[src/rtl/aes_round_ctrl_wddl.sv]
// aes_round_ctrl_wddl
// Round sequencer for a WDDL (dual-rail precharge) AES datapath. Every
// operation alternates a precharge cycle (pre, both rails low) and an evaluate
// cycle (eval). One load pair (text_in ^ key) is followed by NR round pairs,
// and the block then waits in DONE until the consumer acknowledges it.
//
// Ports
//   clk        rising-edge clock
//   rst_n      asynchronous active-low reset
//   start      begin one block (honoured only while ready=1)
//   abort      terminate the current block; returns to IDLE with round=0
//   out_ack    consumer acknowledge of the finished block (honoured in DONE)
//   ready      controller idle and able to accept start
//   ld_r       state-register load select: text_in^key (1) vs. round path (0)
//   pre        WDDL precharge phase
//   eval       WDDL evaluate phase
//   kx_en      advance the key schedule by one round key
//   round      current round index, 0..NR
//   last_round final round (MixColumns bypassed)
//   done       state register holds the completed ciphertext
//
// All outputs are flops, loaded from the next-state values, so no input
// reaches an output combinationally.
module aes_round_ctrl_wddl #(
  parameter int NR = 10
) (
  input  logic       clk,
  input  logic       rst_n,
  input  logic       start,
  input  logic       abort,
  input  logic       out_ack,
  output logic       ready,
  output logic       ld_r,
  output logic       pre,
  output logic       eval,
  output logic       kx_en,
  output logic [3:0] round,
  output logic       last_round,
  output logic       done
);

  typedef enum logic [2:0] {
    IDLE     = 3'd0,
    LD_PRE   = 3'd1,
    LD_EVAL  = 3'd2,
    RND_PRE  = 3'd3,
    RND_EVAL = 3'd4,
    DONE     = 3'd5
  } state_t;

  localparam logic [3:0] NR_L = 4'(NR);

  state_t     state;
  state_t     nxt_state;
  logic       armed;
  logic       nxt_armed;
  logic [3:0] nxt_round;

  // A start sampled in IDLE first sets 'armed' (ready drops, further starts
  // are ignored); the following edge enters LD_PRE. This keeps the first
  // evaluate aligned to the datapath's registered text_in/key inputs and
  // gives done on edge 2*NR+3 after start was sampled.
  always_comb begin
    nxt_state = state;
    nxt_armed = armed;
    nxt_round = round;
    if (state != IDLE && abort) begin
      nxt_state = IDLE;
      nxt_armed = 1'b0;
      nxt_round = '0;
    end else begin
      case (state)
        IDLE: begin
          nxt_round = '0;
          if (abort) begin
            nxt_armed = 1'b0;
          end else if (armed) begin
            nxt_state = LD_PRE;
            nxt_armed = 1'b0;
          end else if (start) begin
            nxt_armed = 1'b1;
          end
        end
        LD_PRE: begin
          nxt_state = LD_EVAL;
          nxt_round = '0;
        end
        LD_EVAL: begin
          nxt_state = RND_PRE;
          nxt_round = 4'd1;
        end
        RND_PRE: begin
          nxt_state = RND_EVAL;
        end
        RND_EVAL: begin
          if (round < NR_L) begin
            nxt_state = RND_PRE;
            nxt_round = round + 4'd1;
          end else begin
            nxt_state = DONE;
            nxt_round = NR_L;
          end
        end
        DONE: begin
          nxt_round = NR_L;
          if (out_ack) begin
            nxt_state = IDLE;
            nxt_round = '0;
          end
        end
        default: begin
          nxt_state = IDLE;
          nxt_armed = 1'b0;
          nxt_round = '0;
        end
      endcase
    end
  end

  always_ff @(posedge clk or negedge rst_n) begin
    if (!rst_n) begin
      state      <= IDLE;
      armed      <= 1'b0;
      round      <= '0;
      ready      <= 1'b1;
      ld_r       <= 1'b0;
      pre        <= 1'b0;
      eval       <= 1'b0;
      kx_en      <= 1'b0;
      last_round <= 1'b0;
      done       <= 1'b0;
    end else begin
      state      <= nxt_state;
      armed      <= nxt_armed;
      round      <= nxt_round;
      ready      <= (nxt_state == IDLE) && !nxt_armed;
      ld_r       <= (nxt_state == LD_EVAL);
      pre        <= (nxt_state == LD_PRE) || (nxt_state == RND_PRE);
      eval       <= (nxt_state == LD_EVAL) || (nxt_state == RND_EVAL);
      kx_en      <= (nxt_state == RND_EVAL);
      last_round <= ((nxt_state == RND_PRE) || (nxt_state == RND_EVAL)) &&
                    (nxt_round == NR_L);
      done       <= (nxt_state == DONE);
    end
  end

endmodule

[config.mk]
export PLATFORM = sky130hd
export DESIGN_NAME = aes_round_ctrl_wddl
export DESIGN_NICKNAME = d
export VERILOG_FILES = /design/src/rtl/aes_round_ctrl_wddl.sv
export SDC_FILE = /design/constraint.sdc
export NUM_CORES = 1
export LEC_CHECK = 0
export ABC_AREA = 1
export CAP_MARGIN = 20
export CORE_MARGIN = 4
export CORE_UTILIZATION = 25
export CTS_CLUSTER_SIZE = 30
export DETAILED_ROUTE_END_ITERATION = 8
export GPL_TIMING_DRIVEN = 0
export PLACE_DENSITY = 0.41
export SYNTH_ARGS = -nofsm -noshare
export SYNTH_HDL_FRONTEND = slang
export SYNTH_SLANG_ARGS = --single-unit
[constraint.sdc]
create_clock -name clk -period 1.7 [get_ports clk]
set_input_delay 0.34 -clock clk [delete_from_list [all_inputs] [get_ports clk]]
set_output_delay 0.34 -clock clk [all_outputs]
set_load 0.01 [all_outputs]
# After elaboration in Yosys (flattened, before gate mapping)
# Cells that the tools add are included.
# Widths: inputs -> output; s select.
totals:
  out_inout_bits: 11
  wordCells: 49
  reg_bits: 15
  input_bits: 5
op_classes:
  reduce_logical: 11
  muxes: 15
  add_sub_neg: 1
  eq_ne: 11
  order_cmp: 1
op_table:
  columns: ["op", "count"]
  rows:
  - ["$pmux 3 s6", 1]
  - ["$pmux 4 s4", 1]
  - ["$mux 3", 5]
  - ["$eq 3x2->1 const B", 4]
  - ["$eq 3x3->1 const B", 4]
  - ["$mux 4", 3]
  - ["$eq 3x1->1 const B", 2]
  - ["$logic_not 3->1", 2]
  - ["$reduce_or 5->1", 1]
  - ["$add 4x1->4 const B", 1]
  - ["$eq 4x4->1 const B", 1]
  - ["$lt 4x4->1 const B", 1]
  - ["$mux 1", 4]
  - ["$logic_and 1x1->1", 3]
  - ["$logic_or 1x1->1", 3]
  - ["$reduce_bool 3->1", 1]
  - ["$pmux 1 s2", 1]
  - ["$logic_not 1->1", 1]

# Longest topological paths before layout
depth:
  depth_word: 7
  mapped_depth: 10
  mapped_depth_nobuf: 10

# Least setup slack after synthesis
# Ideal clock, no wire load.
synth_timing:
  path_type: "register -> register"
  startpoint: "reg state[1]"
  endpoint: "reg last_round"
  setup_ns: 0.071
  period_less_slack_ns: 1.273
  arrival_time_ns: 1.202
  path_slack_ns: 0.427
  n_path_buf: 0
  stages_incl_launch_ff: 7
  cell_sequence: "dfrtp_1 -> ha_1 -> a21oi_4 -> nand2_2 -> nor2_2 -> nor2_1 -> nor2_1"
synth_between:
  elab_chain_cells: 7
  elab_cells_between_ends: 20
synth_rtl:
  columns: ["item", "line_no", "source"]
  rows:
  - ["start, declared", "53", "state_t state;"]
  - ["start signal, assigned", "133", "state <= nxt_state;"]
  - ["$mux 3", "77", "end else if (armed) begin"]
  - ["$mux 3", "75", "if (abort) begin"]
  - ["$pmux 3 s6", "72", "case (state)"]
  - ["$mux 3", "67", "if (state != IDLE && abort) begin"]
  - ["$eq 3x2->1 / $eq 3x3->1 (equally long branches)", "141", "last_round <= ((nxt_state == RND_PRE) || (nxt_state == RND_EVAL)) &&"]
  - ["$logic_or 1x1->1", "141", null]
  - ["$logic_and 1x1->1 *", "141", null]
  - ["end signal, assigned", "141", null]
  - ["end, declared", "38", "output logic last_round,"]
# Mark *: on every way between the ends. The rest lies on a longest branch, timed or not.

# Final worst setup path
layout_timing:
  startpoint: "reg round[0]"
  endpoint: "out round[0]"
layout_lines:
  columns: ["item", "line_no", "source"]
  rows:
  - ["start, declared", "37", "output logic [3:0] round,"]
  - ["start signal, assigned", "135", "round <= nxt_round;"]
# No word-level cell between the ends.

==> results.cfg <==
[floorplanning]
fp.dieW_um = 66.7
fp.dieH_um = 66.7
die_area_sq_um = 4450
design.core.area_sq_um = 3340
start_util = 0.258
num_rows = 21
pin_count = 16

[placement]
post-dp-hpwl_mm = 1.35
placed_area_sq_um = 1070
place.port_buffers = 15
gp_congestion = 0.820

[yosys]
synth-seq-cells = 15
synth_cell_types = 22
synth_cells = 106
synth_area_leaders = dfrtp_1, nand2_1, nand2_4, inv_1, nand3_1
synth_area_sq_um = 862
syn_nets = 113
netlist.area_leader.share = 0.406
yosys.area.top_type = dfrtp_1
yosysSeqAreaShare = 0.437
synth.avg_cell_area_sq_um = 8.13
yosysWarnings = 0

[drt]
vias_per_cell = 4.08
drtIter0Drc = 40
wire_per_inst_um = 10.2
postRouteAntennaNets = 0
via_count = 697
drt-total-wl_mm = 1.75
drc = 0
firstDrtPassIters = 4

[clocking]
post_cts_buffers = 0
clock-sinks = 15
cts-buffers-inserted = 3
clockBufferDepth = 2
clk-insertion-delay-late_ns = 0.29
cts_tree = built
cts_root_buf = clkbuf_4
clkTransAtPathRegs_ns = 0.10
htree_levels = 1
hold_buffers = 0

[sta]
slew_headroom = 0.536
layout_min_cycle_time_ns = 1.64
worst_pin_slew_ns = 0.694
min_period_over_period = 0.963
rsz0062_at_grt = no
setup_viol = 0
clock_skew_ns = 0.00612
hold_ws_ns = 0.457
finalSetupTns_ns = 0
maxSlewViolCount = 0
clock.fmax_mhz = 611
hold_violations = 0

[layout]
final_net_count = 133
design_area_sq_um = 1100
fin_util = 0.330
final_common_cell = nand2_1
synthToLayoutAreaGrowth_pct = 27.7
diodes = 0
drive_gt1_frac = 0.232
final_cell_mix = nand2_1, inv_1, clkdlybuf4s50_1, nor2_1, dfrtp_1
fillers = 369

[setup_path]
cp_data_required_time_ns = 1.36
path_cells = clkdlybuf4s50_1
cp_top_family = buffers and inverters
cp.buffers_inverters = 1
worstPathArrival_ns = 1.30
cp_max_fo = 5
cpMaxStageDelayCell = clkdlybuf4s50_1
start_kind = register
path_class = register to output pin
max_stage_delay_ns = 0.57
end_kind = output pin
regToRegSetupSlack_ns = 0.26

[global_route]
grt_pass1_wl_mm = 3.19
antenna_found_initial = 0
grt_pass1_vias = 700
grt_util_all_layers = 0.0935
grt_max_degree = 16
grt_overflow = 0

[power_and_ir_drop]
ir_drop_mv = 0.757
p_leak_nw = 0.566
power_w = 0.00147
cellPowerDensity_nw_per_um2 = 1340

[job]
cap_violations = 0

[run_status]
outcome = completed

[hold_path]
hold_class = input port to async pin
cell families (layout without fill, tap and decap cells):
group	after synthesis	in the layout	share of synthesized area
AOI/OAI and AO/OA	11	11	0.0856
adders and majority gates	2	2	0.0290
buffers and inverters	20	39	0.0871
DFF	15	15	0.437
and+or+nand+nor	58	58	0.361
sequential cells by signal, summed over array words and instances, names as in the netlist:
register / cells
ld_r: 1
eval: 1
done: 1
ready: 1
armed: 1
state: 3
round: 4
kx_en: 1
last_round: 1
pre: 1
synth_stat cells (all sizes together):
library cell and n:
o21ai 3, nand3b 1, o211ai 1, nand2 29, inv 18, nand3 10, a31oi 1, dfrtp 14
dfstp 1, ha 2, clkinv 2, nor2 18, a21oi 6
through the flow:
stage	setup slack, ns	cells
6_report	0.0632	171
5_1_grt	0.00621	171
4_1_cts	0.0397	171
3_5_place_dp	-0.0224	167
3_3_place_gp	-0.000796	167
2_1_floorplan	0.427	106
path summary, 6_finish.rpt:
kind / start / end / cells after the start
worst max register to register: state[1]$_DFF_PN0_ / last_round$_DFF_PN0_ / 6
min in group clk: round[3]$_DFF_PN0_ / round[3]$_DFF_PN0_ / 2
worst min-delay path: rst_n / kx_en$_DFF_PN0_ / 1
worst max-delay path: round[0]$_DFF_PN0_ / round[0] / 1
worst min register to register: round[3]$_DFF_PN0_ / round[3]$_DFF_PN0_ / 2
max in group asynchronous: rst_n / round[1]$_DFF_PN0_ / 1
report_power, final:
part | switching (W) | internal, W | total, W
combinational | 0.000447 | 0.000273 | 0.000720
clock | 0.000130 | 0.0000894 | 0.000220
sequential | 0.0000780 | 0.000452 | 0.000530
layer usage:
metal / routed length, um / track usage
met3: 84 / 0.0405
met4: 0 / 0.0152
met2: 776 / 0.142
met1: 890 / 0.124
met5: 0 / 0
final cells by class:
cell class | instances | area [sq um] | area share
clock buffer | 3 | 22.5 | 0.0205
clock inverter | 1 | 7.51 | 0.00682
inverter | 20 | 75.1 | 0.0682
multi-input combinational | 71 | 410 | 0.373
sequential | 15 | 379 | 0.344
tap | 46 | 57.6 | 0.0523
timing repair buffer | 15 | 149 | 0.135
repair_timing:
item | in CTS | in global routing
gates cloned | 0 | 0
resized for setup | 1 | 2
endpoints found under the setup margin | 1 | 2
Note: power is estimated with default switching activity, not from simulation.
